<file path="config.mk">
export PLATFORM = sky130hd
export DESIGN_NAME = uart_rx_param
export DESIGN_NICKNAME = d
export VERILOG_FILES = /design/src/rtl/uart_rx_param.sv
export SDC_FILE = /design/constraint.sdc
export NUM_CORES = 1
export LEC_CHECK = 0
export CAP_MARGIN = 20
export CELL_PAD_IN_SITES_DETAIL_PLACEMENT = 0
export CELL_PAD_IN_SITES_GLOBAL_PLACEMENT = 1
export CORE_UTILIZATION = 40
export CTS_CLUSTER_SIZE = 28
export DETAILED_ROUTE_END_ITERATION = 8
export GPL_TIMING_DRIVEN = 0
export HOLD_SLACK_MARGIN = 0.12
export PLACE_DENSITY_LB_ADDON = 0.1
export SETUP_SLACK_MARGIN = 0.2
export SYNTH_ARGS = -nofsm -noshare
export SYNTH_HDL_FRONTEND = slang
export SYNTH_SLANG_ARGS = --single-unit
</file>
<file path="constraint.sdc">
create_clock -name clk -period 3.35 [get_ports clk]
set_input_delay 0.8375 -clock clk [delete_from_list [all_inputs] [get_ports clk]]
set_output_delay 0.8375 -clock clk [all_outputs]
set_load 0.01 [all_outputs]
</file>
<file path="src/rtl/uart_rx_param.sv">
// Parametrised UART receiver: 2-flop synchroniser, 3-sample mid-bit majority vote, 5..9 data bits.
// Define UART_RX_PARITY_EN to build the optional parity bit (PARITY: 0 none, 1 odd, 2 even).
module uart_rx_param #(
    parameter int CLK_FREQ  = 40000,
    parameter int UART_BPS  = 1000,
    parameter int DATA_BITS = 8,
    parameter int PARITY    = 0
) (
    input  logic                 clk,
    input  logic                 rst,
    input  logic                 bit_in,
    output logic [DATA_BITS-1:0] dout,
    output logic                 dout_vld,
    output logic                 frame_err,
    output logic                 parity_err
);
    localparam int CPB  = CLK_FREQ / UART_BPS;
    localparam int HALF = CPB / 2;
    localparam int CW   = $clog2(CPB);
    localparam logic [CW-1:0] C_LAST = CW'(CPB - 1);
    localparam logic [CW-1:0] C_S0   = CW'(HALF - 1);
    localparam logic [CW-1:0] C_S1   = CW'(HALF);
    localparam logic [CW-1:0] C_VOTE = CW'(HALF + 1);
    localparam logic [3:0]    IDX_LAST = 4'(DATA_BITS);

`ifdef UART_RX_PARITY_EN
    typedef enum logic [2:0] {IDLE, START, DATA, PAR, STOP} state_t;
    localparam bit P = (PARITY != 0);
`else
    typedef enum logic [2:0] {IDLE, START, DATA, STOP} state_t;
    localparam bit P = 1'b0 && (PARITY != 0);
`endif

    state_t                 state_q, state_d;
    logic [1:0]             sync_q, sync_d;
    logic                   rx_d_q, rx_d_d;
    logic [CW-1:0]          cnt_q, cnt_d;
    logic [3:0]             idx_q, idx_d;
    logic [DATA_BITS-1:0]   shift_q, shift_d;
    logic [1:0]             samp_q, samp_d;
    logic                   stop_q, stop_d;
    logic                   fin_q, fin_d;
    logic [DATA_BITS-1:0]   dout_q, dout_d;
    logic                   dout_vld_q, dout_vld_d;
    logic                   frame_err_q, frame_err_d;
    logic                   parity_err_q, parity_err_d;
`ifdef UART_RX_PARITY_EN
    logic                   pbit_q, pbit_d;
`endif

    logic rx_s;
    logic vote;
    logic at_vote;
    logic at_end;

    assign rx_s    = sync_q[1];
    // Third sample is the live synchroniser output in the decision cycle.
    assign vote    = (samp_q[0] & samp_q[1]) | (samp_q[0] & rx_s) | (samp_q[1] & rx_s);
    assign at_vote = (cnt_q == C_VOTE);
    assign at_end  = (cnt_q == C_LAST);

    always_comb begin
        sync_d  = {sync_q[0], bit_in};
        rx_d_d  = rx_s;
        state_d = state_q;
        cnt_d   = at_end ? '0 : cnt_q + 1'b1;
        idx_d   = idx_q;
        shift_d = shift_q;
        samp_d  = samp_q;
        if (cnt_q == C_S0) samp_d[0] = rx_s;
        if (cnt_q == C_S1) samp_d[1] = rx_s;
        stop_d  = stop_q;
        fin_d   = 1'b0;
        dout_d      = fin_q ? shift_q : dout_q;
        dout_vld_d  = fin_q;
        frame_err_d = fin_q & ~stop_q;
`ifdef UART_RX_PARITY_EN
        pbit_d       = pbit_q;
        parity_err_d = fin_q & P & ((^shift_q ^ pbit_q) != (PARITY == 1));
`else
        parity_err_d = P;
`endif
        case (state_q)
            IDLE: begin
                cnt_d = '0;
                if (rx_d_q && !rx_s) state_d = START;
            end
            START: begin
                if (at_vote && vote) begin
                    state_d = IDLE;
                end else if (at_end) begin
                    state_d = DATA;
                    idx_d   = '0;
                end
            end
            DATA: begin
                if (at_vote) begin
                    shift_d = {vote, shift_q[DATA_BITS-1:1]};
                    idx_d   = idx_q + 4'd1;
                end
                if (at_end && idx_q == IDX_LAST) begin
`ifdef UART_RX_PARITY_EN
                    state_d = P ? PAR : STOP;
`else
                    state_d = STOP;
`endif
                end
            end
`ifdef UART_RX_PARITY_EN
            PAR: begin
                if (at_vote) pbit_d = vote;
                if (at_end) state_d = STOP;
            end
`endif
            STOP: begin
                // Leave at mid-stop-bit so a back-to-back start edge is never missed.
                if (at_vote) begin
                    state_d = IDLE;
                    fin_d   = 1'b1;
                    stop_d  = vote;
                end
            end
            default: state_d = IDLE;
        endcase
    end

    always_ff @(posedge clk or posedge rst) begin
        if (rst) begin
            state_q      <= IDLE;
            sync_q       <= 2'b11;
            rx_d_q       <= 1'b1;
            cnt_q        <= '0;
            idx_q        <= '0;
            shift_q      <= '0;
            samp_q       <= '0;
            stop_q       <= 1'b0;
            fin_q        <= 1'b0;
            dout_q       <= '0;
            dout_vld_q   <= 1'b0;
            frame_err_q  <= 1'b0;
            parity_err_q <= 1'b0;
`ifdef UART_RX_PARITY_EN
            pbit_q       <= 1'b0;
`endif
        end else begin
            state_q      <= state_d;
            sync_q       <= sync_d;
            rx_d_q       <= rx_d_d;
            cnt_q        <= cnt_d;
            idx_q        <= idx_d;
            shift_q      <= shift_d;
            samp_q       <= samp_d;
            stop_q       <= stop_d;
            fin_q        <= fin_d;
            dout_q       <= dout_d;
            dout_vld_q   <= dout_vld_d;
            frame_err_q  <= frame_err_d;
            parity_err_q <= parity_err_d;
`ifdef UART_RX_PARITY_EN
            pbit_q       <= pbit_d;
`endif
        end
    end

    assign dout       = dout_q;
    assign dout_vld   = dout_vld_q;
    assign frame_err  = frame_err_q;
    assign parity_err = parity_err_q;
endmodule

</file>
==> results of run 1 <==
## Yosys cell counts (2+ instances only)
master                      n  area [um^2]
sky130_fd_sc_hd__a221oi_2   2        30.03
sky130_fd_sc_hd__inv_1      8        30.03
sky130_fd_sc_hd__and3b_1    2        17.52
sky130_fd_sc_hd__mux2_4     8        120.1
sky130_fd_sc_hd__nor3_1     3        15.01
sky130_fd_sc_hd__nand3_1    2        10.01
sky130_fd_sc_hd__nor2_1     4        15.01
sky130_fd_sc_hd__dfrtp_1   34        850.8
sky130_fd_sc_hd__dfstp_2    3        78.83
sky130_fd_sc_hd__nand2_1    4        15.01
sky130_fd_sc_hd__nor4b_1    2        17.52
sky130_fd_sc_hd__and4_1     2        17.52
sky130_fd_sc_hd__nor2b_1    3        18.77
sky130_fd_sc_hd__mux2_2    11        123.9
sky130_fd_sc_hd__buf_6      2        22.52
sky130_fd_sc_hd__xor2_1     2        17.52
sky130_fd_sc_hd__ha_1       5        62.56
sky130_fd_sc_hd__and3_1     2        12.51
sky130_fd_sc_hd__clkbuf_1   3        11.26
sky130_fd_sc_hd__o21ai_0    4        20.02
sky130_fd_sc_hd__a31oi_1    3        18.77
## layer usage
layer / share of wire / vias up / GRT usage / routed length, um
met5: 0 / - / 0 / 0
met4: 0.015 / 0 / 0.05585 / 46
met3: 0.037 / 5 / 0.05137 / 111
met2: 0.44 / 21 / 0.2222 / 1321
met1: 0.51 / 503 / 0.2179 / 1533
li1: - / 502 / - / -
## stage by stage
step | hold slack (ns) | setup WS [ns] | utilization | power (mW) | cells
finish | 0.3576 | 1.338 | 0.4981 | 1.071 | 199
global route | 0.3615 | 1.278 | 0.4981 | 1.132 | 199
CTS | 0.3605 | 1.325 | 0.4981 | 1.089 | 199
detailed placement | 0.3498 | 1.430 | 0.4714 | 0.7072 | 191
global placement | 0.3478 | 0.8816 | 0.4646 | 0.6978 | 190
floorplan | 0.3452 | 1.685 | - | 0.6565 | 128
## how the worst max path moves through the flow
stage                       to  cells past startpoint  startpoint
floorplan             cnt_q[0]                      1         rst
global placement    shift_q[0]                      2         rst
detailed placement  shift_q[0]                      3         rst
CTS                    dout[1]                      1     dout[1]
global route           dout[0]                      1     dout[0]
finish                 dout[6]                      1     dout[6]
## layout make-up
class,instances,area [um^2]
inverters,8,30.03
repair buffers,13,147.6
multi-input cells,77,688.2
fillers,364,2022
plain buffers,6,41.29
clock inverters,2,35.03
well taps,50,62.56
flip-flops and latches,37,929.6
clock buffers,6,72.57
## power by group
group	total (mW)	internal (mW)	switching [mW]	leakage, nW
clock network	0.373	0.221	0.152	0.0552
registers	0.535	0.488	0.0469	0.496
logic	0.163	0.0701	0.0926	0.352
## cell families (layout without fill, tap and decap cells)
| family | after synthesis | in the layout | share of synthesized area |
|---|---|---|---|
| xor gates and xnor gates | 3 | 3 | 0.01556 |
| muxes | 19 | 19 | 0.1444 |
| adders and majority gates | 6 | 6 | 0.04296 |
| AOI/OAI and AO/OA | 18 | 18 | 0.08963 |
| DFF | 37 | 37 | 0.5504 |
| other | 1 | 1 | 0.002220 |
| buffers and inverters | 14 | 35 | 0.04222 |
| and+or+nand+nor | 30 | 30 | 0.1126 |
## registers in the layout, indices dropped and copies added (netlist names)
| name | flops |
|---|---|
| cnt_q | 6 |
| dout | 8 |
| dout_vld | 1 |
| dout_vld_d | 1 |
| frame_err | 1 |
| idx_q | 4 |
| rx_d_q | 1 |
| samp_q | 2 |
| shift_q | 8 |
| state_q | 2 |
| stop_q | 1 |
| sync_q | 2 |
==> out/metrics.yaml, run 1 <==
status:
  run_status: "complete, no violations"
logic_synthesis:
  syn_area_per_cell_um2: 13.20
  synthesis.instances: 128
  ys_types: 40
  ys_dominant_reg_cell: "sky130_fd_sc_hd__dfrtp_1"
  synth_sequential_area_ratio: 0.5504
  synthesis_warning_total: 0
  number_of_flops_mapped_to_enable_cells_by_yosys: 0
  async_reset_ff_frac: 1.000
  post_synth_design_cell_area_um2: 1689
  synth.net_count: 136
  yosys_register_bits: 37
die:
  die_height_um: 66.99
  io-pin-count: 14
  dieArea_um2: 4487
  placement_rows: 23
  core_area_um2: 4029
  horizontal_die_dimension_um: 66.99
  initial_util: 0.4193
sta:
  report.final.hold_viol_count: 0
  min_period_ns: 2.012
  final.setup_skew_ns: 0.004925
  finalMaxSlewViolations: 0
  fmax_ghz: 0.4970
  tightest_slew_ns: 0.7607
  timing.max_slew.rel_slack: 0.4923
  unrepaired_setup_endpoints_after_global_routing: "false"
  final.setup.tns_ns: 0
  fin_crit_sh: 0.6006
  setup_viol: 0
global_routing:
  antenna_found_initial: 0
  pin_count_of_the_biggest_net_entering_global_routing: 22
  gr-total-overflow: 0
  gr-usage-all-layers: 0.1562
  grt_pass1_vias: 1017
  grt_pass1_wl_um: 5112
layout:
  syn_to_final_growth_pct: 18.81
  antenna_cells: 0
  layout.cells.most_common_list: "sky130_fd_sc_hd__dfrtp_1, sky130_fd_sc_hd__clkdlybuf4s50_1, sky130_fd_sc_hd__mux2_2"
  layout.cells.most_common: "sky130_fd_sc_hd__dfrtp_1"
  post_route_cells_drive_above_1_share: 0.2483
  post-route-cell-area_um2: 2007
  nets: 156
clocking:
  h-tree-depth: 2
  cts.repair.resized: 0
  post-cts-setup-buffers: 0
  clk_root_buffer_cell: "sky130_fd_sc_hd__clkbuf_8"
  hold_buffers: 0
  numCtsBuffers: 5
  clock_path_buffers: 2
  cts_tree: "built"
  clock_sinks: 37
  insertion_delay_ns: 0.28
  clkSlewWorstSetupHoldPaths_ns: 0.07
critical_path:
  path_class: "register to primary output"
  ff2ff_setup_slack_ns: 1.55
  timing.reg2reg.worst_path_depth: 6
  path_delay_family: "buffers and inverters"
  cp_slowest_cell: "sky130_fd_sc_hd__clkdlybuf4s50_1"
  worst_r2r_endpoint: "shift_q[0]"
  path_cells: "clkdlybuf4s50_1"
  start_kind: "register"
  endpoint_kind: "primary output"
  r2r-start: "cnt_q[1]"
  timing.critical_path.required_ns: 2.51
  crit_fanout: 2
  timing.critical_path.slowest_cell_delay_ns: 0.54
  timing.critical_path.buf_inv: 1
  arrival_ns: 1.17
detailed_routing:
  drt-wirelength-per-cell_um: 15.14
  drt_drc_violations_left: 0
  vias_per_cell: 5.181
  drt_first_iter_violations: 26
  dr_total_vias: 1031
  drt-total-wl_um: 3012
  drt.antenna.violating_nets: 0
  drt_pass1_iterations: 4
run:
  timing.max_cap.violations: 0
place:
  placed_area_um2: 1899
  placement.io_buffers: 12
  gp_congestion: 0.8146
  hpwlAfterDp_um: 2044
power_and_ir_drop:
  p_per_area_nw_per_um2: 533.6
  p_leak_nw: 0.9029
  vdd_drop_max_v: 0.0003255
worst_hold_path:
  hold-path-endpoint: "sync_q[1]"
  worst_hold_path_stage_count: 0
  holdCritStartpoint: "sync_q[0]"
  timing.hold.worst.class: "register to register"
(Power assumes the default switching activity.)
==> run 2: changes to the inputs <==
==> constraint.sdc (replaced) <==
create_clock -name clk -period 1.7 [get_ports clk]
set_input_delay 0.425 -clock clk [delete_from_list [all_inputs] [get_ports clk]]
set_output_delay 0.425 -clock clk [all_outputs]
set_load 0.01 [all_outputs]
==> run 2 against run 1 <==
- die area stayed put
- combinational power rose to 3.2 times the previous value
- clock power grew 73%
- cell area rose by 4.9%
- final cell count grew 4.5%
- hold slack better by 0.00062 ns
- critical path depth rose by 4
- routed wire length decreased by 0.56%
- sequential power is 93% higher
- count of clock-buffer cells in the layout is the same
- critical path type is now register to register
==> out/metrics.yaml, run 2 (synthesized netlist as in run 1, its figures left out) <==
die:
  die_height_um: 66.99
  horizontal_die_dimension_um: 66.99
  core_area_um2: 4029
  dieArea_um2: 4487
  initial_util: 0.4193
  io-pin-count: 14
  placement_rows: 23
critical_path:
  timing.critical_path.required_ns: 1.86
  arrival_ns: 1.73
  path_cells: "and4bb_1, buf_6, and3_4, buf_12, mux2_4"
  critical_path_cell_count: 5
  worst_r2r_endpoint: "shift_q[0]"
  endpoint_kind: "register"
  cp_slowest_cell: "sky130_fd_sc_hd__dfrtp_1"
  path_delay_family: "simple AND/OR/NAND/NOR gates"
  path_class: "register to register"
  timing.critical_path.slowest_cell_delay_ns: 0.40
  ff2ff_setup_slack_ns: 0.14
  timing.critical_path.buf_inv: 2
  r2r-start: "cnt_q[5]"
  worst_setup_path_startpoint: "cnt_q[5]"
  start_kind: "register"
  timing.reg2reg.worst_path_depth: 5
  crit_fanout: 10
sta:
  timing.max_slew.rel_slack: 0.5832
  setup_viol: 0
  final.setup.tns_ns: 0
  tightest_slew_ns: 0.6246
  fin_crit_sh: 0.9187
  hold_slack_ns: 0.3582
  finalMaxSlewViolations: 0
  fmax_ghz: 0.6403
  min_period_ns: 1.562
  unrepaired_setup_endpoints_after_global_routing: "true"
  final.setup_skew_ns: 0.007122
  report.final.hold_viol_count: 0
  worst_slack_ns: 0.1382
clocking:
  cts_tree: "built"
  h-tree-depth: 2
  numCtsBuffers: 5
  clkSlewWorstSetupHoldPaths_ns: 0.08
  hold_buffers: 0
  clock_path_buffers: 2
  clk_root_buffer_cell: "sky130_fd_sc_hd__clkbuf_8"
  clock_sinks: 37
  insertion_delay_ns: 0.28
layout:
  antenna_cells: 0
  layout.cells.most_common_list: "sky130_fd_sc_hd__dfrtp_1, sky130_fd_sc_hd__mux2_2, sky130_fd_sc_hd__buf_4, sky130_fd_sc_hd__dlygate4sd2_1, sky130_fd_sc_hd__mux2_4"
  multi_input_area_um2: 719.4
  post-route-cell-area_um2: 2106
  layout.cells.most_common: "sky130_fd_sc_hd__dfrtp_1"
  post_route_cells_drive_above_1_share: 0.3608
  nets: 165
  syn_to_final_growth_pct: 24.67
  seqCellArea_um2: 930.9
  layout.filler_cells: 365
power_and_ir_drop:
  pwr-share-seq: 0.471
  p_leak_nw: 1.004
  int_pwr_mw: 1.556
  net-switching-power_mw: 0.6372
  power.clock.fraction: 0.294
  combinationalPowerShare: 0.235
  vdd_drop_max_v: 0.0007075
  total_power_mw: 2.194
  p_per_area_nw_per_um2: 1042
  p_sw_frac: 0.2905
worst_hold_path:
  timing.hold.worst.class: "register to register"
  worst_hold_path_stage_count: 0
  hold-path-endpoint: "sync_q[1]"
  holdCritStartpoint: "sync_q[0]"
detailed_routing:
  drt.antenna.violating_nets: 0
  drt_drc_violations_left: 0
  drt_first_iter_violations: 50
  dr_total_vias: 1071
  vias_per_cell: 5.149
  drt_pass1_iterations: 4
  drt-total-wl_um: 2995
  drt-wirelength-per-cell_um: 14.40
place:
  hpwlAfterDp_um: 2007
  placed_area_um2: 1904
  preCtsSetupSlack_ns: -0.01368
  placement.io_buffers: 12
  gp_congestion: 0.8330
global_routing:
  gr-usage-all-layers: 0.1541
  pin_count_of_the_biggest_net_entering_global_routing: 25
  gr-total-overflow: 0
  grt_pass1_vias: 1076
  grt_pass1_wl_um: 5057
  antenna_found_initial: 0
run:
  timing.max_cap.violations: 0
status:
  run_status: "complete, no violations"
## run 2: cell type report
class,count,share of cell area
multi-input combinational,77,0.3417
timing repair buffer,22,0.09626
buffer,6,0.03030
clock buffer,6,0.03922
clock inverter,2,0.006536
inverter,8,0.01426
sequential,37,0.4421
tap,50,0.02971
## run 2: routing by layer
layer | GRT usage | routed length [um] | vias up
li1 | - | - | 517
met1 | 0.2017 | 1418 | 530
met2 | 0.2285 | 1444 | 20
met3 | 0.04623 | 99 | 4
met4 | 0.07713 | 33 | 0
met5 | 0 | 0 | -
## run 2: power by group through the flow
stage	Sequential, mW	Combinational [mW]	Clock, mW
floorplan	1.05	0.249	0
global placement	1.07	0.311	0
detailed placement	1.07	0.326	0
CTS	1.03	0.454	0.661
global route	1.04	0.569	0.689
finish	1.03	0.516	0.645
## run 2: repair_timing
action	in CTS	in global routing
pin swaps	1	1
setup endpoints to repair	22	17
gates resized for setup	19	7
buffers inserted	6	3
## run 2: worst max-delay path by stage
stage	to
after floorplan	shift_q[0]
after global placement	idx_q[0]
after detailed placement	shift_q[1]
after CTS	shift_q[1]
after global routing	shift_q[7]
final	shift_q[0]
## run 2: per-stage QoR
| step | utilization | cells |
|---|---|---|
| after floorplan | - | 128 |
| after global placement | 0.4658 | 190 |
| after detailed placement | 0.4727 | 191 |
| after CTS | 0.5118 | 205 |
| after global routing | 0.5227 | 208 |
| final | 0.5227 | 208 |
